`src/rtl/disp_hex_mux_sync_pkg.sv`:
```
// Shared types and constants for the multiplexed seven-segment display driver.
// Imported by the slot timer and by the top-level scan controller.
package disp_hex_mux_sync_pkg;

    typedef enum logic [1:0] {
        ST_LOAD = 2'd0,
        ST_WAIT = 2'd1,
        ST_SHOW = 2'd2
    } disp_state_e;

    localparam logic [3:0] AN_OFF   = 4'b1111;
    localparam logic [7:0] SSEG_OFF = 8'hFF;

    // Active-low anode pattern for one digit, or all-dark when that digit is blanked.
    function automatic logic [3:0] anode_sel(input logic [1:0] idx, input logic blank);
        logic [3:0] sel;
        if (blank) begin
            sel = AN_OFF;
        end else begin
            sel = ~(4'b0001 << idx);
        end
        return sel;
    endfunction

endpackage

```
`src/rtl/disp_hex_mux_sync_slot_timer.sv`:
```
// Free-running digit-slot counter: q counts every cycle and wraps at 2**PRESC_W-1,
// with wrap flagging the last cycle of the slot.
module disp_hex_mux_sync_slot_timer
    import disp_hex_mux_sync_pkg::*;
#(
    parameter int PRESC_W = 18
) (
    input  logic               clk,
    input  logic               reset_n,
    output logic [PRESC_W-1:0] q,
    output logic               wrap
);

    localparam logic [PRESC_W-1:0] Q_ONE = {{(PRESC_W-1){1'b0}}, 1'b1};
    localparam logic [PRESC_W-1:0] Q_MAX = {PRESC_W{1'b1}};

    logic [PRESC_W-1:0] q_d;
    logic [PRESC_W-1:0] q_q;

    // Next count; natural binary overflow provides the wrap to zero.
    always_comb begin
        q_d = q_q + Q_ONE;
    end

    // Counter register.
    always_ff @(posedge clk or negedge reset_n) begin
        if (!reset_n) begin
            q_q <= {PRESC_W{1'b0}};
        end else begin
            q_q <= q_d;
        end
    end

    assign q    = q_q;
    assign wrap = (q_q == Q_MAX);

endmodule

```
`src/rtl/disp_hex_mux_sync.sv`:
```
// Four-digit multiplexed seven-segment scanner in front of a registered hex-to-segment ROM.
// Each slot loads the ROM address, stays dark while the ROM settles, then captures and lights.
module disp_hex_mux_sync
    import disp_hex_mux_sync_pkg::*;
#(
    parameter int PRESC_W   = 18,
    parameter int BLANK_CYC = 2
) (
    input  logic        clk,
    input  logic        reset_n,
    input  logic [15:0] hex_in,
    input  logic [3:0]  dp_in,
    input  logic [3:0]  blank_in,
    output logic [3:0]  rom_addr,
    input  logic [7:0]  rom_data,
    output logic [3:0]  an,
    output logic [7:0]  sseg,
    output logic [1:0]  digit_idx
);

    localparam logic [PRESC_W-1:0] CAPTURE_Q = PRESC_W'(BLANK_CYC);

    logic [PRESC_W-1:0] q_s;
    logic               wrap_s;
    logic [1:0]         digit_next_s;
    logic               unused_rom_msb_s;

    disp_state_e state_d, state_q;
    logic [1:0]  digit_idx_d, digit_idx_q;
    logic [3:0]  rom_addr_d, rom_addr_q;
    logic        dp_l_d, dp_l_q;
    logic        blank_l_d, blank_l_q;
    logic [3:0]  an_d, an_q;
    logic [7:0]  sseg_d, sseg_q;

    disp_hex_mux_sync_slot_timer #(
        .PRESC_W (PRESC_W)
    ) u_slot_timer (
        .clk     (clk),
        .reset_n (reset_n),
        .q       (q_s),
        .wrap    (wrap_s)
    );

    assign digit_next_s     = digit_idx_q + 2'd1;
    assign unused_rom_msb_s = rom_data[7];

    // Scan FSM: load address and flags, wait out ROM latency dark, then show until the slot wraps.
    always_comb begin
        state_d     = state_q;
        digit_idx_d = digit_idx_q;
        rom_addr_d  = rom_addr_q;
        dp_l_d      = dp_l_q;
        blank_l_d   = blank_l_q;
        an_d        = an_q;
        sseg_d      = sseg_q;
        case (state_q)
            ST_LOAD: begin
                digit_idx_d = digit_next_s;
                rom_addr_d  = hex_in[{digit_next_s, 2'b00} +: 4];
                dp_l_d      = dp_in[digit_next_s];
                blank_l_d   = blank_in[digit_next_s];
                an_d        = AN_OFF;
                state_d     = ST_WAIT;
            end
            ST_WAIT: begin
                // The ROM registered the address at least one edge ago, so its data is settled here.
                if (q_s == CAPTURE_Q) begin
                    sseg_d  = {~dp_l_q, rom_data[6:0]};
                    an_d    = anode_sel(digit_idx_q, blank_l_q);
                    state_d = ST_SHOW;
                end else begin
                    an_d    = AN_OFF;
                end
            end
            ST_SHOW: begin
                if (wrap_s) begin
                    an_d    = AN_OFF;
                    state_d = ST_LOAD;
                end else begin
                    an_d    = an_q;
                end
            end
            default: begin
                an_d    = AN_OFF;
                state_d = ST_LOAD;
            end
        endcase
    end

    // State, index, ROM address and output registers.
    always_ff @(posedge clk or negedge reset_n) begin
        if (!reset_n) begin
            state_q     <= ST_LOAD;
            digit_idx_q <= 2'd3;
            rom_addr_q  <= 4'h0;
            dp_l_q      <= 1'b0;
            blank_l_q   <= 1'b0;
            an_q        <= AN_OFF;
            sseg_q      <= SSEG_OFF;
        end else begin
            state_q     <= state_d;
            digit_idx_q <= digit_idx_d;
            rom_addr_q  <= rom_addr_d;
            dp_l_q      <= dp_l_d;
            blank_l_q   <= blank_l_d;
            an_q        <= an_d;
            sseg_q      <= sseg_d;
        end
    end

    assign rom_addr  = rom_addr_q;
    assign an        = an_q;
    assign sseg      = sseg_q;
    assign digit_idx = digit_idx_q;

endmodule

```
`config.mk`:
```
export PLATFORM = sky130hd
export DESIGN_NAME = disp_hex_mux_sync
export DESIGN_NICKNAME = d
export VERILOG_FILES = /design/src/rtl/disp_hex_mux_sync_pkg.sv /design/src/rtl/disp_hex_mux_sync_slot_timer.sv /design/src/rtl/disp_hex_mux_sync.sv
export SDC_FILE = /design/constraint.sdc
export NUM_CORES = 1
export LEC_CHECK = 0
export ABC_CLOCK_PERIOD_IN_PS = 5300
export CAP_MARGIN = 15
export CORE_ASPECT_RATIO = 1.2
export CORE_UTILIZATION = 51
export CTS_CLUSTER_SIZE = 12
export DETAILED_ROUTE_END_ITERATION = 10
export GPL_TIMING_DRIVEN = 0
export PLACE_DENSITY_LB_ADDON = 0.25
export SETUP_SLACK_MARGIN = 0.3
export SLEW_MARGIN = 0
export SYNTH_ARGS = -nofsm -noshare
export SYNTH_HDL_FRONTEND = slang
export SYNTH_SLANG_ARGS = --single-unit
export TNS_END_PERCENT = 100
```
`constraint.sdc`:
```
create_clock -name clk -period 5.3 [get_ports clk]
set_clock_uncertainty 0.1 [all_clocks]
set_input_delay 0.795 -clock clk [delete_from_list [all_inputs] [get_ports clk]]
set_output_delay 0.795 -clock clk [all_outputs]
set_load 0.02 [all_outputs]
```
* After elaboration in Yosys (flattened, before gate mapping) *
Cells that the tools add are included.
Widths: inputs -> output; s select.

word-level totals
  flip-flop bits (word level) = 40
  latch bits = 0
  RAM bits = 0
  ROM bits = 0
  input bits = 34
  output and inout port bits = 18
  word-level logic and storage cells = 35
  memories kept = 0

operators by class
  add/sub/neg operators = 2
  multiply operators = 0
  divide/modulo/power cells = 0
  magnitude comparators = 1
  equal/unequal tests = 6
  shift operators = 2
  multiplexer cells = 11
  bitwise operators = 2
  reduce and logical (&&, ||, !) cells = 3

operators by type and width
  operator               number
  $add 18x1->18 const B  1
  $eq 18x18->1 const B   1
  $eq 18x2->1 const B    1
  $shiftx 16x5->4        1
  $mux 4                 3
  $pmux 4 s2             1
  $pmux 2 s3             1
  $bmux 1 s2             2
  $mux 2                 2
  $not 4->4              1
  $reduce_and 2->1       2
  $shl 1x2->4 const A    1
  $lt 2x3->1 const B     1
  $add 2x1->2 const B    1
  $eq 2x1->1 const B     1
  $eq 2x2->1 const B     1
  $logic_not 2->1        1
  $mux 1                 2
  $ne 2x1->1 const B     1
  $ne 2x2->1 const B     1
  $not 1->1              1

* Longest topological paths before layout *
  depth after elaboration = 5
  depth in mapped cells = 6
  mapped depth without buffers = 6

* Hierarchy *
Synthesis repeated with hierarchy kept, for this count alone.

unflattened totals
  cells, all modules = 139
  area, all modules = 1883.1 µm²

modules (own cells, without submodules)
  module                        instances  cells an instance  area an instance (µm²)  sequential area each (µm²)
  disp_hex_mux_sync             1          76                 1099.8                  568.0
  disp_hex_mux_sync_slot_timer  1          63                 783.3                   450.4

* Least setup slack after synthesis *
Ideal clock, no wire load.

  path type = reg2reg
  start = register digit_idx_q[0] (netlist: digit_idx[0])
  end = register blank_l_q
  library setup time = 0.125 ns
  arrival = 2.232 ns
  required time = 5.075 ns
  path slack = 2.843 ns
  stages on the path, launching flop included = 7
  path buffers = 2
  clock period less this slack = 2.457 ns
  cells stage by stage = dfstp_2 -> clkbuf_1 -> inv_1 -> ha_1 -> buf_1 -> mux4_2 -> mux2_2

on the way
  word-level cells in the longest chain between the ends = 3

ends and longest elaborated chain
  item                          line                      text
  start, declared               disp_hex_mux_sync.sv:29   logic [1:0] digit_idx_d, digit_idx_q;
  start signal, assigned        disp_hex_mux_sync.sv:103  digit_idx_q <= digit_idx_d;
  $add 2x1->2                   disp_hex_mux_sync.sv:45   assign digit_next_s = digit_idx_q + 2'd1;
  named net digit_next_s[0]     disp_hex_mux_sync.sv:25   logic [1:0] digit_next_s;
  $bmux 1 s2                    disp_hex_mux_sync.sv:62   blank_l_d = blank_in[digit_next_s];
  $mux 1 (implied by the code)  disp_hex_mux_sync.sv:62
  end signal, assigned          disp_hex_mux_sync.sv:106  blank_l_q <= blank_l_d;
  end, declared                 disp_hex_mux_sync.sv:32   logic blank_l_d, blank_l_q;

The timed path passes the listed nets, and every way through them passes these cells. The select of a mux whose other input is x is not followed.
A chain may end at the register's enable or synchronous reset.

* Final worst setup path *
  start = register digit_idx_q[0] (netlist: digit_idx[0])
  end = register rom_addr_q[1] (netlist: rom_addr[1])

on the way
  word-level cells in the longest chain between the ends = 2

ends and longest elaborated chain
  item                       line                      text
  $add 2x1->2                disp_hex_mux_sync.sv:45
  named net digit_next_s[0]  disp_hex_mux_sync.sv:25
  $shiftx 16x5->4            disp_hex_mux_sync.sv:60   rom_addr_d = hex_in[{digit_next_s, 2'b00} +: 4];
  end signal, assigned       disp_hex_mux_sync.sv:104  rom_addr_q <= rom_addr_d;
  end, declared              disp_hex_mux_sync.sv:30   logic [3:0] rom_addr_d, rom_addr_q;

The timed path passes the listed nets, and every way through them passes these cells.

==> metrics.yaml <==
status:
  status: "finished with violations"
  violations: "DRC"
yosys:
  synth-simple-area-share_pct: 12.0
  yosys_register_bits: 40
  yosys.area.top_type: "dfrtp_1"
  avgSynthCellArea_sq_um: 13.5
  yosysMostFrequentCell: "dfrtp_1"
  synthCells: 136
  synth_top_family_by_area: "multiplexers"
  netlist_area_sq_mm: 0.00184
  netlist.area_leader.share_pct: 35.4
  synth-compound-area-share_pct: 2.79
  synth.area.top_cells: "dfrtp_1 35%, dfstp_2 20%, mux2_2 8.0%"
  synth_adder_area_share_pct: 4.08
  yosys_warnings: 0
  synth_fp_nets: 176
  synthMuxAreaShare_pct: 15.9
  synth_seq_area_share_pct: 55.4
  yosys.cell_types.count: 28
  synthXorXnorAreaFrac_pct: 8.10
  synth_ff_type: "dfrtp_1"
  synth-edff-count: 0
  netlist_top_cells_count: "26 x dfrtp_1, 14 x dfstp_2, 13 x mux2_2, 9 x xor2_1"
  ys_async_sr_fraction_pct: 100
worst_setup_path:
  r2r_cells: 6
  crit_fanout: 7
  crit_required_ps: 5380
  reg2reg_from: "digit_idx[0]"
  end_kind: "flop"
  cp_data_arrival_time_ps: 2750
  critPathKind: "reg -> reg"
  rrSetupSlack_ps: 2630
  worst_setup_path_start_kind: "flop"
  worstReg2RegEnd: "rom_addr[1]"
clock_tree:
  insertion_delay_ps: 290
  path_clk_slew_ps: 80
  cts_setup_buffers: 0
  numCtsBuffers: 5
  cts_resized: 0
  cts_htree_levels: 2
  cts_root_buffer: "clkbuf_8"
  tritoncts: "yes"
  clockBufferDepth: 2
  cts_hold_buf: 0
  cts.sinks: 40
hold_path:
  whs_path_depth: 1
  worstHoldEndpoint: "sseg[7]"
  hold_path.class: "reg -> reg"
  min-delay-start: "dp_l_q"
placed_design:
  port_buffers: 50
  dp_cells: 223
  place_hpwl_mm: 2.93
  post-place-ws_ps: 2610
  gp_congestion: 0.703
finish:
  area_growth_pct: 35.5
  drive_above_1_share_pct: 24.2
  utilization_pct: 73.4
  final_cells: 231
  diodes: 0
  fin_nets: 233
floorplan:
  start_util_pct: 54.2
  core_sq_mm: 0.00340
  die_area_sq_mm: 0.00385
  dieWidth_um: 56.8
  die_h_um: 67.8
  ioPinCount: 52
  num_rows: 23
sta:
  setup_viol: 0
  fin_crit_sh_pct: 50.4
  tightest_slew_ps: 856
  rsz0062_at_grt: "no"
  hold_violations: 0
  whs_ps: 348
  final_max_slew_viol_count: 0
  relSlewSlack_pct: 42.9
  fmax_ghz: 0.374
  period_minus_slack_ps: 2670
  fin_ws_ps: 2630
  finalSetupTns_ps: 0
pwr:
  power.density_mw_per_mm2: 248
  leakage_nw: 1.10
  ir_drop_mv: 0.214
global_routing:
  antenna_found_initial: 0
  grt_first_pass_wirelength_mm: 6.22
  grt_remaining_overflow: 0
  grt_pass1_vias: 1337
  grt_usage_pct: 21.9
  grt_max_degree: 41
route:
  num_vias: 1306
  drc_errors: 2
  ant_nets: 0
  drt_iter0_markers: 35
  firstDrtPassIters: 8
  avgViaCountPerCell: 5.65
  wire_per_inst_um: 16.6
  wl_mm: 3.83
run:
  cap_violations: 0
==> per-layer routing <==
metal  vias to the layer above  global-route usage, %  wire length, um
li1                        596                      -                -
met5                         -                      0                0
met4                         0                   7.01               37
met3                         3                   5.56              183
met1                       663                   25.5             1440
met2                        44                   39.9             2160
==> report_power, final <==
part	switching [mW]	leakage [nW]	internal, mW	total [mW]
registers	0.00319	0.477	0.314	0.317
logic	0.0196	0.565	0.0361	0.0557
clock network	0.107	0.0541	0.139	0.246
==> critical path, stage by stage (launching register included) <==
cell and delay (ps):
dfstp_2 570, clkbuf_1 410, inv_1 200, ha_1 320, buf_1 310, mux4_2 360
mux2_2 280
==> state kept, by name, indices dropped and copies added (netlist names) <==
signal / cells
blank_l_q: 1
state_q: 2
dp_l_q: 1
u_slot_timer.q: 18
sseg: 8
rom_addr: 4
an: 4
digit_idx: 2
==> cell usage in the layout (no fill, tap or decap), types with 2 or more instances in the layout <==
cell	n
a2bb2oi_1	4
clkbuf_8	5
clkdlybuf4s50_1	49
dfrtp_1	26
dfstp_2	14
ha_1	6
inv_1	7
mux2_2	13
mux4_2	6
nand2_1	8
nand3_1	5
nand4_1	2
nor2_1	8
nor3_1	2
nor4_1	5
xnor2_1	8
xor2_1	9
==> cells by family (layout without fill, tap and decap cells) <==
group	after synthesis	in the layout
flops	40	40
simple gates	38	38
mux	20	20
xor+xnor	17	17
buf+inv	9	67
fa+ha+maj	6	6
compound gates	6	6
==> stage by stage <==
stage / power [mW] / area, sq um
3_3_place_gp: 0.377 / 2390
5_1_grt: 0.639 / 2490
6_report: 0.619 / 2490
2_1_floorplan: 0.338 / 1840
4_1_cts: 0.625 / 2490
3_5_place_dp: 0.379 / 2380
==> worst max-delay path by stage <==
| stage | slack [ps] | end | start |
|---|---|---|---|
| global placement | 2480 | rom_addr[2] | reset_n |
| detailed placement | 2610 | dp_l_q | digit_idx[0] |
| floorplan | 2840 | blank_l_q | digit_idx[0] |
| finish | 2630 | rom_addr[1] | digit_idx[0] |
| global route | 2360 | rom_addr[1] | digit_idx[0] |
| CTS | 2580 | dp_l_q | digit_idx[0] |
==> cell type report <==
type                       instances  area (sq um)
buffer                             2          7.51
tap                               37          46.3
fill                             238           903
timing repair buffer              50           495
sequential                        40          1020
clock inverter                     3          42.5
multi-input combinational         87           787
clock buffer                       5          68.8
inverter                           7          26.3
No activity file was read; power rests on OpenSTA's default activity.
